<file path="config.mk">
export PLATFORM = sky130hd
export DESIGN_NAME = inst_loader_flat
export DESIGN_NICKNAME = d
export VERILOG_FILES = /design/src/rtl/inst_loader_if.sv /design/src/rtl/inst_loader.sv /design/src/flat_wrapper.sv
export SDC_FILE = /design/constraint.sdc
export NUM_CORES = 1
export LEC_CHECK = 0
export ABC_AREA = 1
export CAP_MARGIN = 10
export CORE_ASPECT_RATIO = 1.4
export CORE_MARGIN = 3
export CORE_UTILIZATION = 40
export DETAILED_ROUTE_END_ITERATION = 16
export GPL_TIMING_DRIVEN = 0
export HOLD_SLACK_MARGIN = 0.1
export PLACE_DENSITY = 0.58
export SYNTH_ARGS = -nofsm -noshare
export SYNTH_HDL_FRONTEND = slang
export SYNTH_SLANG_ARGS = --single-unit
</file>
<file path="constraint.sdc">
create_clock -name clk -period 2.5 [get_ports clk]
set_clock_uncertainty 0.05 [all_clocks]
set_input_delay 0.5 -clock clk [delete_from_list [all_inputs] [get_ports clk]]
set_output_delay 0.5 -clock clk [all_outputs]
set_load 0.005 [all_outputs]
</file>
<file path="src/rtl/inst_loader_if.sv">
// inst_loader_if: host byte stream and instruction RAM write port between host/bench and loader.
//   byte_valid/byte_data/byte_ready : valid/ready byte stream from the host link
//   mem_we/mem_addr/mem_wdata       : instruction RAM write port driven by the loader
interface inst_loader_if;
    logic        byte_valid;
    logic [7:0]  byte_data;
    logic        byte_ready;
    logic        mem_we;
    logic [31:0] mem_addr;
    logic [31:0] mem_wdata;
    modport master (output byte_valid, byte_data, input byte_ready, mem_we, mem_addr, mem_wdata);
    modport slave  (input byte_valid, byte_data, output byte_ready, mem_we, mem_addr, mem_wdata);
endinterface

</file>
<file path="src/rtl/inst_loader.sv">
// inst_loader: boot-time loader assembling little-endian 32-bit words from a byte stream into instruction RAM.
//   clk, rst (async, active-low)  : clock and reset
//   start, word_count             : load request and word count, sampled only in IDLE
//   bus (slave)                   : byte stream in, RAM write port out
//   cpu_hold                      : holds the CPU while a load is in progress
//   busy, done, error             : status; done/error are one-cycle pulses
module inst_loader #(
    parameter logic [31:0] BASE_ADDR  = 32'h0000_0000,
    parameter logic [15:0] WORD_LIMIT = 16'd256
) (
    input  logic          clk,
    input  logic          rst,
    input  logic          start,
    input  logic [15:0]   word_count,
    inst_loader_if.slave  bus,
    output logic          cpu_hold,
    output logic          busy,
    output logic          done,
    output logic          error
);
    localparam logic [1:0] IDLE  = 2'd0;
    localparam logic [1:0] RECV  = 2'd1;
    localparam logic [1:0] WRITE = 2'd2;
    localparam logic [1:0] DONE  = 2'd3;

    logic [1:0]  state;
    logic [1:0]  byte_idx;
    logic [15:0] count;
    logic [15:0] word_idx;
    logic [31:0] word;
    logic [31:0] addr;
    logic        err;

    // Outputs decode state flops only, so there is no path from byte_valid to byte_ready.
    assign bus.byte_ready = state == RECV;
    assign bus.mem_we     = state == WRITE;
    assign bus.mem_addr   = addr;
    assign bus.mem_wdata  = word;
    assign cpu_hold       = state == RECV || state == WRITE;
    assign busy           = state != IDLE;
    assign done           = state == DONE;
    assign error          = err;

    always_ff @(posedge clk or negedge rst) begin
        if (!rst) begin
            state    <= IDLE;
            byte_idx <= 2'd0;
            count    <= 16'd0;
            word_idx <= 16'd0;
            word     <= 32'd0;
            addr     <= BASE_ADDR;
            err      <= 1'b0;
        end else begin
            err <= 1'b0;
            case (state)
                IDLE: if (start) begin
                    if (word_count == 16'd0) state <= DONE;
                    else if (word_count > WORD_LIMIT) err <= 1'b1;
                    else begin
                        count    <= word_count;
                        word_idx <= 16'd0;
                        byte_idx <= 2'd0;
                        word     <= 32'd0;
                        addr     <= BASE_ADDR;
                        state    <= RECV;
                    end
                end
                RECV: if (bus.byte_valid) begin
                    word[{byte_idx, 3'b000} +: 8] <= bus.byte_data;
                    byte_idx <= byte_idx + 2'd1;
                    if (byte_idx == 2'd3) state <= WRITE;
                end
                WRITE: if (word_idx == count - 16'd1) state <= DONE;
                else begin
                    // addr tracks BASE_ADDR + 4*word_idx with natural 32-bit wrap
                    word_idx <= word_idx + 16'd1;
                    addr     <= addr + 32'd4;
                    byte_idx <= 2'd0;
                    state    <= RECV;
                end
                default: state <= IDLE;
            endcase
        end
    end
endmodule

</file>
<file path="src/flat_wrapper.sv">
// flat-port wrapper written by rule: the top's interface ports become plain ports
module inst_loader_flat 
#(
    parameter logic [31:0] BASE_ADDR  = 32'h0000_0000,
    parameter logic [15:0] WORD_LIMIT = 16'd256
)
  (clk, rst, start, word_count, cpu_hold, busy, done, error, bus_byte_valid, bus_byte_data, bus_byte_ready, bus_mem_we, bus_mem_addr, bus_mem_wdata);
  inst_loader_if bus_i ();
  input  logic clk;
  input  logic rst;
  input  logic start;
  input  logic [15:0] word_count;
  output logic cpu_hold;
  output logic busy;
  output logic done;
  output logic error;
  input wire logic [$bits(bus_i.byte_valid)-1:0] bus_byte_valid;
  input wire logic [$bits(bus_i.byte_data)-1:0] bus_byte_data;
  output wire logic [$bits(bus_i.byte_ready)-1:0] bus_byte_ready;
  output wire logic [$bits(bus_i.mem_we)-1:0] bus_mem_we;
  output wire logic [$bits(bus_i.mem_addr)-1:0] bus_mem_addr;
  output wire logic [$bits(bus_i.mem_wdata)-1:0] bus_mem_wdata;
  assign bus_i.byte_valid = bus_byte_valid;
  assign bus_i.byte_data = bus_byte_data;
  assign bus_byte_ready = bus_i.byte_ready;
  assign bus_mem_we = bus_i.mem_we;
  assign bus_mem_addr = bus_i.mem_addr;
  assign bus_mem_wdata = bus_i.mem_wdata;
  inst_loader #(.BASE_ADDR(BASE_ADDR), .WORD_LIMIT(WORD_LIMIT)) u_core (.clk(clk), .rst(rst), .start(start), .word_count(word_count), .bus(bus_i), .cpu_hold(cpu_hold), .busy(busy), .done(done), .error(error));
endmodule
</file>
==> out/qor.csv <==
metric,value,unit
Clock power frac,28.4,%
Post-synth EDFFs,0,
"commonest non-fill, non-tap cell in the layout",nand2_1,
Post-route DRC,0,
I/O pin count,98,
dpl hpwl,14.1,mm
Setup crit end kind,output pin,
ratio of cells with drive above 1 in the final layout,7.68,%
logic gate share of total power,41.3,%
vias per cell,5.07,
area grow syn2layout,25.7,%
Mapped Cells,922,
Synthesis Warnings,0,
die outline width,114,um
post-layout util,51.9,%
Tot GR Track Use,21.5,%
Inst Count DP,1215,
multiplexer share of the synthesized area,0,%
Fmax achieved,411,MHz
# fillers,1652,
largest family of logic cells by synthesized area,simple AND/OR/NAND/NOR gates,
Power Total,5.93,mW
Crit path arrival time,1.88,ns
Yosys cell types,41,
Syn Std Cell Area,6530,um2
grt ovf,0,
total number of vias,6274,
Pwr Density,722,nW/um2
Final min period,2.43,ns
Cell Int Power,3.55,mW
fin crit share,97.2,%
# setup viols final,0,
ANT cells,0,
dpl ws,-0.396,ns
max-cap violations,0,
Starting Density,41.3,%
Pre-antenna DRT Iters,4,
worst-path maximum fanout,5,
Routed Wire Length,19.1,mm
final slew viol count,0,
global-route wire length before repair,30.8,mm
CTS buffer count,9,
Rows,54,
Psw,2.38,mW
Syn Area/Cell,7.08,um2
Startpoint Class,register,
final setup margin,0.0696,ns
final setup TNS,0,ns
worst hold-check path type,reg2reg,
H-tree depth,3,
Longest Clk Path Bufs,2,
Die Area,17900,um2
smallest hold slack,0.470,ns
Sequential Area,2480,um2
area of the multi-input gates,3460,um2
sequential fraction of the synthesis area,37.9,%
Compound-Gate Fraction of Synth Area,4.96,%
switching share of total power,40.2,%
design area,8210,um2
# port buffers,95,
core region area,15800,um2
most frequent cells in the layout,"271 x nand2_1, 114 x nor2_1, 107 x inv_1",
initial antenna violation count,0,
Rel. slew slack,46.1,%
Post-layout nets,1076,
RSZ-0062 raised after global routing,yes,
status,"complete, no violations",
CTS clock-pin slew for the worst setup and hold paths,0.07,ns
post-synthesis adder-cell area fraction,2.11,%
number of synthesized register bits,99,
sequential share of power,30.2,%
Final Hold Vio Count,0,
drt wl/cell,15.4,um
CTS root buffer,clkbuf_16,
async set-reset flop share out of synthesis,100,%
pin count of the biggest net entering global routing,65,
Setup CP Type,reg2out,
vias in the first global route,6172,
Area after DPL,7760,um2
"Top FF cell, synth",dfrtp_1,
Clock Latency Late Sink,0.35,ns
Critical Path RT,1.95,ns
Post-Synth Simple-Gate Area,38.6,%
Clock Sinks,99,
Leakage,3.74,nW
Iter 0 DRT Violations,349,
Worst-Margin Slew,0.802,ns
Worst VDD drop,0.338,mV
number of routed nets with antenna violations,0,
Post-Synth XOR/XNOR Area,6.44,%
final std cells w/o fill,1238,
die height,157,um
Final Wtd Congestion,0.924,
CTS tree,done,
==> cell type report <==
type,count,area share (%)
plain buffers,36,2.73
clock buffers,10,2.91
clock inverters,6,1.42
inverters,114,5.21
multi-input cells,675,42.1
flip-flops and latches,99,30.2
well taps,196,2.99
repair buffers,102,12.5
==> logic make-up after synthesis <==
group | after synthesis
and+or+nand+nor | 560
AOI/OAI and AO/OA | 53
other | 1
buffers and inverters | 150
xor gates and xnor gates | 48
DFF | 99
adders and majority gates | 11
==> flip-flops by register name (all words and copies together), names as in the netlist <==
| register | count |
|---|---|
| u_core.bus.mem_addr | 30 |
| u_core.bus.mem_wdata | 32 |
| u_core.byte_idx | 2 |
| u_core.count | 16 |
| u_core.error | 1 |
| u_core.state | 2 |
| u_core.word_idx | 16 |
==> worst paths after layout <==
check                                      start                       end  cells after the start  slack (ns)
worst max-delay path             u_core.state[0]                      busy                      4        0.07
worst min-delay path            u_core.count[15]          u_core.count[15]                      2        0.47
worst max register to register   u_core.state[0]       u_core.word_idx[15]                     11        0.16
worst min register to register  u_core.count[15]          u_core.count[15]                      2        0.47
max in group asynchronous                    rst   u_core.bus.mem_addr[17]                      3        1.07
min in group asynchronous                    rst  u_core.bus.mem_wdata[15]                      2        0.61
==> worst max-delay path, cell delays in order (launching register included) <==
cell             delay [ns]
dfrtp_1                0.40
inv_1                  0.08
ha_1                   0.31
inv_1                  0.20
clkdlybuf4s50_1        0.53
==> synth_stat cells (2+ instances only) <==
library cell  number  area share [%]
nor2_1           116             6.7
buf_6              8             1.4
nor3b_1            2            0.23
dfrtp_1           99              38
o21ai_0           40             3.1
nor2_4             3            0.52
a21oi_4            4             1.0
ha_1              11             2.1
nand3_1           53             4.1
nor2_2             5            0.48
nor3_1            22             1.7
clkbuf_1          15            0.86
nand4_1           67             6.4
buf_2              7            0.54
nor4_1             4            0.38
nand2_1          272              16
xor2_1            31             4.2
nand3b_1           6            0.69
clkinv_1           3            0.17
inv_1            107             6.1
buf_4              4            0.46
xnor2_1           17             2.3
o21ai_1            4            0.31
nand3_4            2            0.54
inv_2              4            0.23
==> power by group through the flow <==
stage	sequential, mW	clock, mW	combinational, mW
2_1_floorplan	1.80	0	1.56
3_3_place_gp	1.82	0	2.29
3_5_place_dp	1.82	0	2.30
4_1_cts	1.79	1.73	2.32
5_1_grt	1.80	1.80	2.70
6_report	1.79	1.69	2.45
==> metal layers <==
metal	track usage [%]	routed length, um	up-vias
met5	0	0	-
li1	-	-	3183
met2	37.2	9740	147
met4	9.73	629	0
met1	26.6	8120	2902
met3	3.00	623	42
==> timing repair <==
| item | CTS | global route |
|---|---|---|
| gates resized for setup | 2 | 14 |
| gates cloned | 0 | 2 |
| endpoints found under the hold margin | 35 | 0 |
| buffers inserted | 0 | 4 |
| endpoints found under the setup margin | 42 | 73 |
| hold buffers | 1 | 0 |
| pin swaps | 0 | 0 |
No activity file was read; power rests on OpenSTA's default activity.
